--- src/rtl/fir_mac_seq.sv ---
// fir_mac_seq: time-multiplexed FIR core with one signed MAC.
// TAPS-deep circular sample history, writable coefficient memory,
// valid/ready sample input and valid/ready result output.
// Optional build macro FIR_ROUND_SAT_EN: round-half-up, shift by FRAC and
// saturate the result to DW bits (sign-extended to ACCW); otherwise the raw
// accumulator is presented.
module fir_mac_seq #(
  parameter int          DW   = 16,
  parameter int          CW   = 16,
  parameter int unsigned TAPS = 64,
  parameter int          ACCW = 40,
  parameter int          FRAC = 11,
  localparam int         AW   = $clog2(TAPS)
) (
  input  logic            clk,
  input  logic            resetn,
  input  logic            coef_we,
  input  logic [AW-1:0]   coef_addr,
  input  logic [CW-1:0]   coef_din,
  input  logic            buf_clr,
  input  logic            in_valid,
  output logic            in_ready,
  input  logic [DW-1:0]   in_data,
  output logic            out_valid,
  input  logic            out_ready,
  output logic [ACCW-1:0] out_data,
  output logic            busy
);

  localparam int PW = DW + CW;

  localparam logic [1:0] S_IDLE = 2'd0;
  localparam logic [1:0] S_MAC  = 2'd1;
  localparam logic [1:0] S_OUT  = 2'd2;

  localparam logic [AW:0]   TAPS_W   = (AW+1)'(TAPS);
  localparam logic [AW-1:0] LAST_TAP = AW'(TAPS - 1);

  logic [1:0]              state;
  logic signed [DW-1:0]    sbuf [TAPS];
  logic signed [CW-1:0]    coef [TAPS];
  logic [AW-1:0]           wr_ptr;
  logic [AW-1:0]           new_ptr;
  logic [AW-1:0]           k;
  logic [AW-1:0]           rd_ptr;
  logic [AW-1:0]           wr_ptr_nxt;
  logic signed [ACCW-1:0]  acc;
  logic signed [PW-1:0]    prod;
  logic signed [ACCW-1:0]  prod_ext;
  logic signed [ACCW-1:0]  out_res;
  logic                    idle;
  logic                    accept;
  logic                    coef_ok;

  assign idle     = (state == S_IDLE);
  // buf_clr has priority over a sample, so it also masks in_ready directly.
  assign in_ready = idle & ~buf_clr;
  assign accept   = in_ready & in_valid;
  assign busy     = ~idle;
  assign coef_ok  = idle & coef_we & ({1'b0, coef_addr} < TAPS_W);

  // Next write pointer and the history read index (newest_ptr - k) mod TAPS.
  always_comb begin
    wr_ptr_nxt = (wr_ptr == LAST_TAP) ? '0 : wr_ptr + 1'b1;
    rd_ptr     = new_ptr - k;
    if (k > new_ptr)
      rd_ptr = AW'({1'b0, new_ptr} + TAPS_W - {1'b0, k});
  end

  // Full-precision signed product, sign-extended to the accumulator width.
  always_comb begin
    prod     = PW'(sbuf[rd_ptr]) * PW'(coef[k]);
    prod_ext = {{(ACCW-PW){prod[PW-1]}}, prod};
  end

`ifdef FIR_ROUND_SAT_EN
  localparam logic signed [ACCW-1:0] RND_HALF = ACCW'(1) << (FRAC - 1);
  localparam logic signed [ACCW-1:0] SAT_MAX  = (ACCW'(1) << (DW - 1)) - 1;
  localparam logic signed [ACCW-1:0] SAT_MIN  = ~SAT_MAX;

  logic signed [ACCW-1:0] rnd_sum;
  logic signed [ACCW-1:0] rnd_shift;

  // Round half up, arithmetic shift, clamp to the DW-bit signed range.
  always_comb begin
    rnd_sum   = acc + RND_HALF;
    rnd_shift = rnd_sum >>> FRAC;
    out_res   = rnd_shift;
    if (rnd_shift > SAT_MAX)
      out_res = SAT_MAX;
    else if (rnd_shift < SAT_MIN)
      out_res = SAT_MIN;
  end
`else
  // Raw accumulator is the result.
  always_comb begin
    out_res = acc;
  end
`endif

  // Coefficient memory: written only while idle, cleared by reset.
  always_ff @(posedge clk or negedge resetn) begin
    if (!resetn) begin
      for (int unsigned i = 0; i < TAPS; i++)
        coef[i] <= '0;
    end else if (coef_ok) begin
      coef[coef_addr] <= coef_din;
    end
  end

  // Sample history: cleared by buf_clr or written on acceptance while idle.
  always_ff @(posedge clk or negedge resetn) begin
    if (!resetn) begin
      for (int unsigned i = 0; i < TAPS; i++)
        sbuf[i] <= '0;
    end else if (idle && buf_clr) begin
      for (int unsigned i = 0; i < TAPS; i++)
        sbuf[i] <= '0;
    end else if (accept) begin
      sbuf[wr_ptr] <= in_data;
    end
  end

  // Control FSM, MAC accumulator and registered result port.
  // OUT spends one cycle loading out_data before out_valid is raised.
  always_ff @(posedge clk or negedge resetn) begin
    if (!resetn) begin
      state     <= S_IDLE;
      wr_ptr    <= '0;
      new_ptr   <= '0;
      k         <= '0;
      acc       <= '0;
      out_valid <= 1'b0;
      out_data  <= '0;
    end else begin
      case (state)
        S_IDLE: begin
          if (buf_clr) begin
            wr_ptr <= '0;
          end else if (in_valid) begin
            new_ptr <= wr_ptr;
            wr_ptr  <= wr_ptr_nxt;
            acc     <= '0;
            k       <= '0;
            state   <= S_MAC;
          end
        end
        S_MAC: begin
          acc <= acc + prod_ext;
          if (k == LAST_TAP) begin
            k     <= '0;
            state <= S_OUT;
          end else begin
            k <= k + 1'b1;
          end
        end
        S_OUT: begin
          if (!out_valid) begin
            out_valid <= 1'b1;
            out_data  <= out_res;
          end else if (out_ready) begin
            out_valid <= 1'b0;
            state     <= S_IDLE;
          end
        end
        default: state <= S_IDLE;
      endcase
    end
  end

endmodule

--- config.mk ---
export PLATFORM = sky130hd
export DESIGN_NAME = fir_mac_seq
export DESIGN_NICKNAME = d
export VERILOG_FILES = /design/src/rtl/fir_mac_seq.sv
export SDC_FILE = /design/constraint.sdc
export NUM_CORES = 2
export LEC_CHECK = 0
export ABC_AREA = 0
export CORE_MARGIN = 2
export CORE_UTILIZATION = 51
export CTS_CLUSTER_DIAMETER = 150
export DETAILED_ROUTE_END_ITERATION = 7
export PLACE_DENSITY_LB_ADDON = 0.1
export SLEW_MARGIN = 25
export SYNTH_ARGS = -nofsm -noshare
export SYNTH_HDL_FRONTEND = slang
export SYNTH_SLANG_ARGS = --single-unit
export TNS_END_PERCENT = 100
--- constraint.sdc ---
create_clock -name clk -period 9 [get_ports clk]
set_clock_uncertainty 0.1 [all_clocks]
set_input_delay 1.35 -clock clk [delete_from_list [all_inputs] [get_ports clk]]
set_output_delay 1.35 -clock clk [all_outputs]
set_load 0.01 [all_outputs]
; Yosys cells after proc, flatten, opt, wreduce, memory -nomap -nowiden
; Index checks and enable logic that the tools add are counted.
[op_classes]
n_addsub = 6
mul = 1
n_lt_le_gt_ge = 7
eq_ne = 9
mux = 33
bitwise = 10
reduce_logical = 12
[op_table]
columns = cell, count
row1 = 1024-bit bitwise mux, 2
row2 = 1024-bit 2-to-1 mux, 2
row3 = 16-bit binary-select mux with 6-bit select, 2
row4 = 16-bit demux with 6-bit select, 2
row5 = 16-bit 2-to-1 mux, 6
row6 = 40-bit 2-to-1 mux, 2
row7 = 40-bit one-hot mux with 2 select lines, 1
row8 = 6-bit 2-to-1 mux, 7
row9 = 40-bit by 32-bit adder with 40-bit output, 1
row10 = 16-bit by 16-bit multiplier with 32-bit output, 1
row11 = 7-bit greater-or-equal comparator (second input constant), 4
row12 = 6-bit inverter with 7-bit output, 4
row13 = 6-bit by 1-bit adder with 6-bit output (second input constant), 3
row14 = 7-bit by 1-bit < comparator with 1-bit output (second input constant), 2
row15 = 6-bit == test (second input constant), 2
row16 = 6-bit one-hot mux with 2 select lines, 1
row17 = 6-bit subtractor, 2
row18 = 2-bit 2-to-1 mux, 5
row19 = 2-bit != test (second input constant), 5
row20 = 6-bit > comparator, 1
row21 = 2-bit one-hot mux with 3 select lines, 1
row22 = 3-bit AND reduction, 2
row23 = 2-bit nonzero test, 3
row24 = 5-bit AND reduction, 1
row25 = 8 further kinds, 16
[word_totals]
register_bits = 2149
wordCells = 213

; Depth between registers and ports, before layout
[logic_depth]
word_depth = 10
mapped_depth = 39

; Worst setup path before layout
; OpenSTA, ideal clock, no wires.
[synth_timing]
path_type = flip-flop to flip-flop
start = register k[1]
end = register acc[32]
arrival_time_ns = 9.283
slack_ns = -0.505
stages_incl_launch_ff = 37
n_path_buf = 8
period_less_slack_ns = 9.505
cell_sequence = dfrtp_1 > buf_2 > buf_2 > buf_1 > buf_2 > inv_1 > fa_1 > buf_6 > buf_6 > buf_2 > mux4_2 > mux4_2 > mux2i_1 > nor2_1 > a21oi_2 > buf_4 > nor2_1 > fa_1 > inv_1 > fa_1 > inv_1 > fa_1 > fa_1 > fa_1 > inv_1 > fa_1 > inv_1 > ha_1 > a21o_1 > a21oi_1 > o21ai_0 > a211oi_1 > a21oi_2 > a32oi_1 > a21boi_0 > or3_1 > a32o_1
[synth_between]
elab_chain_cells = 9
elab_cells_between_ends = 15
classes_between = add/sub: 3 / mul: 1 / order compare: 1 / mux: 8 / bitwise: 2
[synth_rtl]
columns = item, line
row1 = start: declaration, 44  ; logic [AW-1:0] k;
row2 = start signal: assignment, 154  ; k <= k + 1'b1;
row3 = 6-bit subtractor (tied with other cells), 65  ; rd_ptr = new_ptr - k;
row4 = 6-bit 2-to-1 mux, 66  ; if (k > new_ptr)
row5 = 6-bit inverter with 7-bit output (not written as such), 72  ; prod = PW'(sbuf[rd_ptr]) * PW'(coef[k]);
row6 = 16-bit binary-select mux with 6-bit select, 72
row7 = 16-bit 2-to-1 mux (not written as such) (2 in series), 72
row8 = 16-bit by 16-bit multiplier with 32-bit output *, 72
row9 = 40-bit by 32-bit adder with 40-bit output *, 149  ; acc <= acc + prod_ext;
row10 = 40-bit one-hot mux with 2 select lines *, 136  ; case (state)
row11 = end signal: assignment, 149
row12 = end: declaration, 47  ; logic signed [ACCW-1:0] acc;
; Every way passes the cells marked *; elsewhere a longest branch is shown, timed or not. The select of a mux whose other input is x is not followed.
; A chain may end at the register's enable or synchronous reset.

; Final worst setup path
[layout_timing]
start = register new_ptr[0]
end = register acc[39]
[layout_between]
elab_chain_cells = 10
elab_cells_between_ends = 12
classes_between = add/sub: 4 / mul: 1 / order compare: 1 / mux: 5 / bitwise: 1
[layout_rtl]
columns = item, line
row1 = start: declaration, 43  ; logic [AW-1:0] new_ptr;
row2 = start signal: assignment, 141  ; new_ptr <= wr_ptr;
row3 = 6-bit by 1-bit adder with 6-bit output, 67  ; rd_ptr = AW'({1'b0, new_ptr} + TAPS_W - {1'b0, k});
row4 = 6-bit subtractor, 67
row5 = 6-bit 2-to-1 mux *, 66
row6 = 6-bit inverter with 7-bit output (not written as such) *, 72
row7 = 16-bit binary-select mux with 6-bit select *, 72
row8 = 16-bit 2-to-1 mux (not written as such) * (2 in series), 72
row9 = 16-bit by 16-bit multiplier with 32-bit output *, 72
row10 = 40-bit by 32-bit adder with 40-bit output *, 149
row11 = 40-bit one-hot mux with 2 select lines *, 136
; Marks and branches as above.

==> summary.md <==
| Metric | Value |
|---|---|
| GRT Resource Usage Total | `0.305` |
| Worst Setup Start Kind | `flip-flop` |
| Post-synthesis cell type count | `77` |
| Die W | `472 um` |
| Crit path capture type | `flip-flop` |
| Critical Path RT | `9.66 ns` |
| Rel. slew slack | `0.230` |
| Fin. max-slew vios | `0` |
| PwrDens | `290 nW/um^2` |
| Max clock buf depth | `3` |
| R2R depth | `34` |
| Count of final hold-check violations | `0` |
| CP Class | `flip-flop to flip-flop` |
| RSZ-0062 raised after global routing | `yes` |
| Top post-synthesis cells by area | `dfrtp_1 (48%), mux4_2 (13%), mux2_2 (11%)` |
| Initial Util | `0.514` |
| # IOs | `87` |
| Sequential cell area fraction in the yosys report | `0.481` |
| Largest fanout on the critical path | `7` |
| Adder-Cell Fraction of Synth Area | `0.0730` |
| Tcrit/Tclk final | `1.05` |
| Met1 track demand over resource | `0.421` |
| Synth Warn # | `0` |
| FP Rows | `171` |
| Failing checks | `negative setup slack` |
| Critical path's slowest cell | `fa_4` |
| Syn-to-layout area delta | `13.9%` |
| GPL Wtd Cong | `0.908` |
| Post-synth EDFFs | `0` |
| Share of flip-flops with an asynchronous set or reset | `1.00` |
| Post-Synthesis Cell Area | `112,000 um^2` |
| Vias in the first global route | `79,700` |
| Layout fillers | `17,800` |
| Chip Height | `472 um` |
| Detailed Route Iter0 Violations | `7,719` |
| Num CTS Buffers | `228` |
| Largest net degree at the start of global routing | `213` |
| Max Fclk | `106 MHz` |
| Final worst slack | `-0.449 ns` |
| H-tree depth | `4` |
| Worst skew pair latency | `0.89 ns` |
| CTS sink cnt | `2,149` |
| Post-synthesis mux area share | `0.239` |
| Dominant register cell in the synthesized netlist | `dfrtp_1` |
| Initial antenna violation count | `7` |
| CTS Root Buffer Type | `clkbuf_16` |
| P_leak | `57.8 nW` |
| Initial DRT Pass Iterations | `6` |
| Global routing's busiest layer | `met2` |
| Worst-margin pin slew | `1.15 ns` |
| Peak supply drop | `0.224 mV` |
| Dpl cells | `12,300` |
| Vias per cell | `6.03` |
| Synth Area in Compound Gates | `0.0598` |
| Layout cells sized above 1 | `0.298` |
| Final Critical Period | `9.45 ns` |
| Clk slew on worst S/H paths | `0.07 ns` |
| Syn Nets | `10,200` |
| RR Endpoint | `acc[39]$_DFFE_PN0P_` |
| Nets | `10,300` |
| Gate count after technology mapping | `9,663` |
| Non-filler instance count after layout | `12,800` |
| Min-delay worst type | `input pin to async pin` |
| Die ar. | `223,000 um^2` |
| Setup WS pre-CTS | `-1.02 ns` |
| Cts hold-fix bufs | `0` |
| Worst EP arrival | `10.11 ns` |
| TritonCTS clock tree | `yes` |
| # setup viols final | `21` |
| First-pass GRT wire length | `514,000 um` |
| Final Instance Area | `127,000 um^2` |
| IO Port Bufs | `86` |
| Main combinational cell family by area after synthesis | `multiplexers` |
| DP Area | `117,000 um^2` |
| CP max stage delay | `0.77 ns` |
| Gr ovfl total | `0` |
| Status | `finished, violations left` |
| Max-cap violations | `0` |
| Met3 Use GR | `0.0459` |
| Worst Path Buf+Inv | `11` |
| Core box area | `217,000 um^2` |
| Seq cells post-synth | `2,149` |
| Cell taking the most area after synthesis | `dfrtp_1` |
| Wire length per cell | `26.3 um` |
| Total length of routed wires | `337,000 um` |
| Post-route DRC | `0` |
| Worst reg2reg startpoint | `new_ptr[0]$_DFFE_PN0P_` |
| Post-synthesis xor/xnor area fraction | `0.00325` |
| Hold_ws | `0.348 ns` |
| GR Util met2 | `0.495` |
| Post-Synth Simple-Gate Area | `0.101` |
| Post-route ant nets | `0` |
| Vias | `77,200` |
| Cell family contributing the most delay on the critical path | `adder cells` |
| Syn Area/Cell | `11.6 um^2` |
| Reg2reg setup slack | `-0.45 ns` |
| Dpl hpwl | `211,000 um` |
| Yosys top cell area share | `0.481` |
==> layer usage <==
layer | part of all wire | up-vias | routed length (um)
met5 | 0.00016 | - | 54
met4 | 0.037 | 8 | 12400
met3 | 0.063 | 623 | 21200
met2 | 0.48 | 2724 | 163000
met1 | 0.42 | 40700 | 140000
li1 | - | 33200 | -
==> layout by cell type, fill, tap and decap left out, types with 20 or more instances in the layout <==
cell type	n
a21oi_1	1038
a21oi_2	27
and2_1	52
buf_12	68
buf_2	22
buf_4	453
buf_6	30
clkbuf_1	37
clkbuf_16	235
clkbuf_8	69
clkdlybuf4s50_1	53
clkinv_2	45
dfrtp_1	2145
fa_1	311
fa_2	20
ha_1	107
inv_1	394
inv_2	26
mux2_2	1068
mux4_2	635
nand2_1	2345
nand2_2	31
nand2b_1	25
nand3_1	49
nor2_1	138
nor2_2	49
nor2_4	22
o21ai_0	66
==> area by class of cell <==
type,instances,area (um^2),area share
Multi-Input combinational cell,6323,54300,0.426
Clock inverter,75,933,0.00734
Timing Repair Buffer,644,6190,0.0487
Sequential cell,2149,53800,0.423
Tap cell,2854,3570,0.0281
Antenna cell,4,10.0,0.0000787
Inverter,422,1590,0.0125
Clock buffer,338,6890,0.0542
==> sequential cells by signal, indices dropped and copies added (netlist names), 2 cells and up <==
register	flops
state	2
wr_ptr	6
acc	40
new_ptr	6
coef	1024
k	6
sbuf	1024
out_data	40
==> worst max-delay path by stage <==
stage,slack (ns),to,start,depth (start not counted)
floorplan,0.008,acc[32]$_DFFE_PN0P_,k[3]$_DFFE_PN0P_,35
global placement,-0.87,acc[39]$_DFFE_PN0P_,new_ptr[0]$_DFFE_PN0P_,33
detailed placement,-1.02,acc[39]$_DFFE_PN0P_,new_ptr[0]$_DFFE_PN0P_,33
CTS,-0.45,acc[39]$_DFFE_PN0P_,new_ptr[0]$_DFFE_PN0P_,35
global route,-0.71,acc[39]$_DFFE_PN0P_,new_ptr[0]$_DFFE_PN0P_,35
finish,-0.45,acc[39]$_DFFE_PN0P_,new_ptr[0]$_DFFE_PN0P_,34
==> synth_stat cells (19+ instances only) <==
library cell  instances
mux4_2              635
or2_1                20
buf_6                25
mux2_2             1072
fa_1                332
nor2b_1              28
buf_2                91
nor2_1              209
dfrtp_1            2149
xnor2_1              19
nand3_1              49
a21oi_1            1058
buf_4                21
a211oi_1             20
clkbuf_1            589
ha_1                121
nand2_1            2376
mux2i_1              24
buf_1                43
and2_1               54
inv_1               416
o21ai_0              80
nand2b_1             27
==> worst reg2reg max path, delay by kind of cell, from the launching register on <==
kind            cells  cell delay (ns)
fa+ha+maj           9             4.18
compound gates      8             1.59
mux                 3             1.46
buf+inv            11             1.12
simple gates        3             0.52
flops               1             0.37
==> per-stage QoR <==
stage	setup TNS [ns]	util	total power, mW
floorplan	0	-	20.3
global placement	-11.69	0.540	25.4
detailed placement	-13.20	0.540	25.6
CTS	-5.86	0.581	36.4
global route	-10.66	0.585	38.7
finish	-5.47	0.585	36.9
==> kinds of logic after synthesis <==
group                    Yosys count
adder cells (fa/ha/maj)          453
XOR/XNOR                          38
AND/OR/NAND/NOR                 2840
AO/OA/AOI/OAI                   1259
multiplexers                    1733
buffers and inverters           1191
flip-flops                      2149
==> power by group <==
part / total (mW) / internal (mW) / switching, mW
combinational: 15.9 / 7.54 / 8.32
sequential: 11.3 / 10.7 / 0.595
clock: 9.80 / 5.71 / 4.09
==> what timing repair did <==
item | CTS | global route
gates cloned | 4 | 3
resized for setup | 111 | 113
setup endpoints to repair | 26 | 26
pin swaps | 45 | 59
buffers inserted | 55 | 35
No activity file was read; power rests on OpenSTA's default activity.
